===== src/rtl/serial_tx.sv =====
// -----------------------------------------------------------------------------
// serial_tx
// Parallel-to-serial transmitter. A single-cycle load strobe latches a payload,
// which is then sent on one serial line as a frame: one start bit (0), DATA_WIDTH
// data bits LSB first, and one stop bit (1). Each bit is held on the line for
// CLKS_PER_BIT clock cycles.
//
// Parameters:
//   CLKS_PER_BIT  clock cycles per bit on tx (>= 1)
//   DATA_WIDTH    payload bits per frame
//
// Ports:
//   clock  in   rising-edge clock for all state
//   reset  in   synchronous, active-high; overrides every other input
//   data   in   payload, sampled only on the accepting edge
//   load   in   start strobe, level-sampled while idle
//   tx     out  serial line (idle/stop = 1, start = 0), registered
//   busy   out  high while a frame is in progress, registered
//   done   out  one-cycle pulse when a frame completes, registered
// -----------------------------------------------------------------------------
module serial_tx #(
    parameter int CLKS_PER_BIT = 4,
    parameter int DATA_WIDTH   = 8
) (
    input  logic                  clock,
    input  logic                  reset,
    input  logic [DATA_WIDTH-1:0] data,
    input  logic                  load,
    output logic                  tx,
    output logic                  busy,
    output logic                  done
);

    // Counter widths are kept at least one bit so CLKS_PER_BIT=1 and
    // DATA_WIDTH=1 still elaborate.
    localparam int CNT_W = (CLKS_PER_BIT > 1) ? $clog2(CLKS_PER_BIT) : 1;
    localparam int IDX_W = (DATA_WIDTH > 1) ? $clog2(DATA_WIDTH) : 1;
    localparam logic [CNT_W-1:0] CNT_LAST = CNT_W'(CLKS_PER_BIT - 1);
    localparam logic [IDX_W-1:0] IDX_LAST = IDX_W'(DATA_WIDTH - 1);

    typedef enum logic [1:0] {
        IDLE  = 2'd0,
        START = 2'd1,
        DATA  = 2'd2,
        STOP  = 2'd3
    } state_t;

    state_t                state_q;
    logic [CNT_W-1:0]      cnt_q;
    logic [IDX_W-1:0]      idx_q;
    logic [DATA_WIDTH-1:0] shift_q;
    logic                  tx_q;
    logic                  busy_q;
    logic                  done_q;

    logic                  bit_end;
    logic [DATA_WIDTH-1:0] shift_d;

    // Last cycle of the current bit time.
    assign bit_end = (cnt_q == CNT_LAST);
    // Payload after dropping the bit just sent; its LSB is the next data bit.
    assign shift_d = shift_q >> 1;

    always_ff @(posedge clock) begin
        if (reset) begin
            state_q <= IDLE;
            cnt_q   <= '0;
            idx_q   <= '0;
            shift_q <= '0;
            tx_q    <= 1'b1;
            busy_q  <= 1'b0;
            done_q  <= 1'b0;
        end else begin
            done_q <= 1'b0;
            case (state_q)
                IDLE: begin
                    tx_q   <= 1'b1;
                    busy_q <= 1'b0;
                    // The done cycle is spent here, so a held load restarts
                    // one cycle after the stop bit ends.
                    if (load) begin
                        shift_q <= data;
                        cnt_q   <= '0;
                        idx_q   <= '0;
                        tx_q    <= 1'b0;
                        busy_q  <= 1'b1;
                        state_q <= START;
                    end
                end
                START: begin
                    if (bit_end) begin
                        cnt_q   <= '0;
                        idx_q   <= '0;
                        tx_q    <= shift_q[0];
                        state_q <= DATA;
                    end else begin
                        cnt_q <= cnt_q + 1'b1;
                    end
                end
                DATA: begin
                    if (bit_end) begin
                        cnt_q <= '0;
                        if (idx_q == IDX_LAST) begin
                            tx_q    <= 1'b1;
                            state_q <= STOP;
                        end else begin
                            shift_q <= shift_d;
                            idx_q   <= idx_q + 1'b1;
                            tx_q    <= shift_d[0];
                        end
                    end else begin
                        cnt_q <= cnt_q + 1'b1;
                    end
                end
                STOP: begin
                    if (bit_end) begin
                        cnt_q   <= '0;
                        tx_q    <= 1'b1;
                        busy_q  <= 1'b0;
                        done_q  <= 1'b1;
                        state_q <= IDLE;
                    end else begin
                        cnt_q <= cnt_q + 1'b1;
                    end
                end
                default: begin
                    state_q <= IDLE;
                    tx_q    <= 1'b1;
                    busy_q  <= 1'b0;
                end
            endcase
        end
    end

    assign tx   = tx_q;
    assign busy = busy_q;
    assign done = done_q;

endmodule


===== config.mk =====
export PLATFORM = sky130hd
export DESIGN_NAME = serial_tx
export DESIGN_NICKNAME = d
export VERILOG_FILES = /design/src/rtl/serial_tx.sv
export SDC_FILE = /design/constraint.sdc
export NUM_CORES = 1
export LEC_CHECK = 0
export BUFFER_PORTS_ARGS = -buffer_cell sky130_fd_sc_hd__buf_4
export CAP_MARGIN = 25
export CORE_MARGIN = 1
export CORE_UTILIZATION = 49
export CTS_CLUSTER_DIAMETER = 80
export DETAILED_ROUTE_END_ITERATION = 16
export PLACE_DENSITY = 0.84
export SETUP_SLACK_MARGIN = 0.5
export SLEW_MARGIN = 20
export SYNTH_ARGS = -nofsm -noshare
export SYNTH_HDL_FRONTEND = slang
export SYNTH_SLANG_ARGS = --single-unit

===== constraint.sdc =====
create_clock -name clock -period 1.8 [get_ports clock]
set_clock_uncertainty 0.05 [all_clocks]
set_input_delay 0.09 -clock clock [delete_from_list [all_inputs] [get_ports clock]]
set_output_delay 0.09 -clock clock [all_outputs]
set_load 0.01 [all_outputs]

==> results.py <==
metrics = {
    "grt": {
        "grt_pass1_wl_um": 3180,
        "globalRouteOverflowTotal": 0,
        "grt_pass1_vias": 738,
        "antenna_found_initial": 0,
        "grt_max_degree": 20,
        "grt.total_usage": 0.214,
    },
    "floorplanning": {
        "dieHeight_um": 45.6,
        "core_area_mm2": 0.00175,
        "fp.dieW_um": 45.6,
        "ioPinCount": 14,
        "start_util": 0.533,
        "num_rows": 15,
        "dieArea_mm2": 0.00208,
    },
    "place": {
        "gp_congestion": 0.800,
        "preCtsSetupSlack_ns": 0.0672,
        "numPortBuffers": 13,
        "place_hpwl_um": 1290,
    },
    "routing": {
        "drt_iter0_drc": 6,
        "drc": 0,
        "dr.pass1.iters": 4,
        "vias": 782,
        "routedWlPerCell_um": 12.8,
        "finalWirelength_um": 1890,
        "postRouteAntennaNets": 0,
        "vias_per_cell": 5.32,
    },
    "clocking": {
        "h-tree-depth": 1,
        "cts_buffers": 3,
        "cts_tree": "built",
        "insertion_delay_ns": 0.29,
        "clkSinkCount": 18,
        "path_clk_slew_ns": 0.11,
        "clockRootBuffer": "clkbuf_4",
        "clock_path_buffers": 2,
    },
    "cells_and_area": {
        "n_fill_cell": 126,
        "final_common_cell": "buf_4",
        "layout-drive-gt1-share": 0.443,
        "final_cell_mix": "21 x buf_4, 14 x nor2_1, 14 x dfxtp_1, 10 x mux2i_1",
        "area_delta_synth_final_pct": 37.8,
        "final_nets": 141,
        "post-route-util": 0.734,
        "antennaDiodeCount": 0,
    },
    "power": {
        "power_density_mw_per_mm2": 1690,
        "p_leak_nw": 0.491,
        "ir_drop_uv": 1220,
    },
    "sta": {
        "fmax_ghz": 0.601,
        "rsz0062_at_grt": "true",
        "worst_slew_pin_slew_ns": 0.325,
        "tns_ns": 0,
        "final-hold-violation-count": 0,
        "period_share": 0.925,
        "layout_setup_ws_ns": 0.136,
        "hold_ws_ns": 0.000173,
        "relSlewSlack": 0.783,
        "drv_slew": 0,
        "setup_viol_count_final": 0,
        "fin_crit_ns": 1.66,
    },
    "job": {
        "maxCapViolCount": 0,
    },
    "min_path": {
        "hold_path_class": "primary input to register",
    },
    "worst_setup_path": {
        "critPathKind": "register to register",
        "end_kind": "register",
        "crit_required_ns": 1.93,
        "crit_arrival_ns": 1.80,
        "crit_fanout": 14,
        "worst_setup_path_start_kind": "register",
    },
    "run_status": {
        "status": "finished clean",
    },
    "synthesis": {
        "synth_cell_types": 25,
        "postSynthAreaPerCell_um2": 9.20,
        "syn_inst": 101,
        "syn_area_um2": 930,
        "synth.net_count": 119,
        "ys_seq_elements": 18,
        "ys.warnings.count": 0,
        "synth-seq-area-share": 0.388,
    },
}
==> final cells by class <==
type                            count  area (um^2)  share of cell area
Clock buffer                        4         36.3              0.0283
Timing Repair Buffer               23          198               0.154
Inverter                            3         11.3             0.00879
Sequential cell                    18          365               0.285
Multi-Input combinational cell     74          639               0.499
Tap cell                           25         31.3              0.0244
==> per-stage QoR <==
stage / cells / power (mW) / instance area, um^2
finish: 147 / 2.17 / 1280
detailed placement: 136 / 1.66 / 1120
CTS: 146 / 2.07 / 1260
floorplan: 101 / 1.46 / 1010
global placement: 136 / 1.63 / 1120
global route: 147 / 2.33 / 1280
==> worst max-delay path, cell delays in order, from the launching register on <==
cell and delay (ns):
dfxtp_2 0.35, ha_4 0.16, ha_4 0.16, nand2b_4 0.14, a211oi_4 0.26, buf_12 0.18
buf_12 0.11, buf_4 0.10, a211oi_2 0.04
==> path summary, 6_finish.rpt <==
path / startpoint / end / slack, ns / cells past startpoint
setup reg to reg: idx_q[1]$_SDFFE_PP0P_ / shift_q[4]$_SDFFE_PP0P_ / 0.14 / 8
hold / removal: data[7] / shift_q[7]$_SDFFE_PP0P_ / 0.0002 / 3
hold reg to reg: shift_q[7]$_SDFFE_PP0P_ / shift_q[7]$_SDFFE_PP0P_ / 0.44 / 2
setup / recovery: idx_q[1]$_SDFFE_PP0P_ / shift_q[4]$_SDFFE_PP0P_ / 0.14 / 8
==> where the power goes <==
part	leakage, nW	switching [mW]	internal [mW]	total, mW
clock network	0.0210	0.131	0.123	0.254
logic	0.320	0.581	0.677	1.26
registers	0.150	0.112	0.548	0.660
==> cell families (layout without fill, tap and decap cells) <==
kind of cell,after synthesis,in the layout,share of synthesized area
flip-flops,18,18,0.388
AO/OA/AOI/OAI,22,22,0.182
AND/OR/NAND/NOR,35,35,0.180
adder cells (fa/ha/maj),7,7,0.0942
multiplexers,10,10,0.108
buffers and inverters,9,30,0.0484
==> registers in the layout, indices dropped and copies added (netlist names) <==
register  cells
done          1
busy          1
cnt_q         2
state_q       2
shift_q       8
tx            1
idx_q         3
==> synthesized netlist by cell type <==
| master | count | area share |
|---|---|---|
| dfxtp_1 | 18 | 0.39 |
| nor2_1 | 17 | 0.069 |
| mux2i_1 | 10 | 0.11 |
| a21oi_1 | 8 | 0.043 |
| ha_1 | 7 | 0.094 |
| a211oi_1 | 6 | 0.048 |
| nand2_1 | 6 | 0.024 |
| nand2b_1 | 4 | 0.027 |
| buf_2 | 3 | 0.016 |
| inv_1 | 3 | 0.012 |
| a211oi_2 | 2 | 0.027 |
| nand3b_1 | 2 | 0.016 |
| nor3_1 | 2 | 0.011 |
| or2_2 | 2 | 0.013 |
| a211oi_4 | 1 | 0.022 |
| a221o_1 | 1 | 0.011 |
| buf_1 | 1 | 0.0040 |
| buf_6 | 1 | 0.012 |
| clkbuf_1 | 1 | 0.0040 |
| nand3_1 | 1 | 0.0054 |
| nor2b_4 | 1 | 0.015 |
| o211ai_1 | 1 | 0.0081 |
| o21ai_0 | 1 | 0.0054 |
| o221ai_1 | 1 | 0.0094 |
| o31ai_1 | 1 | 0.0081 |
==> timing repair <==
action                     CTS  global route
gates resized for setup     12             1
buffers inserted             6             1
setup endpoints to repair   14            14
hold buffers                 0             0
pin swaps                    2             0
==> per-layer routing <==
layer | global-route usage | wire, um
met5 | 0 | 0
met4 | 0.0545 | 11
met3 | 0.0516 | 74
met2 | 0.371 | 913
met1 | 0.261 | 886
Power figures use the tool's default switching activity.
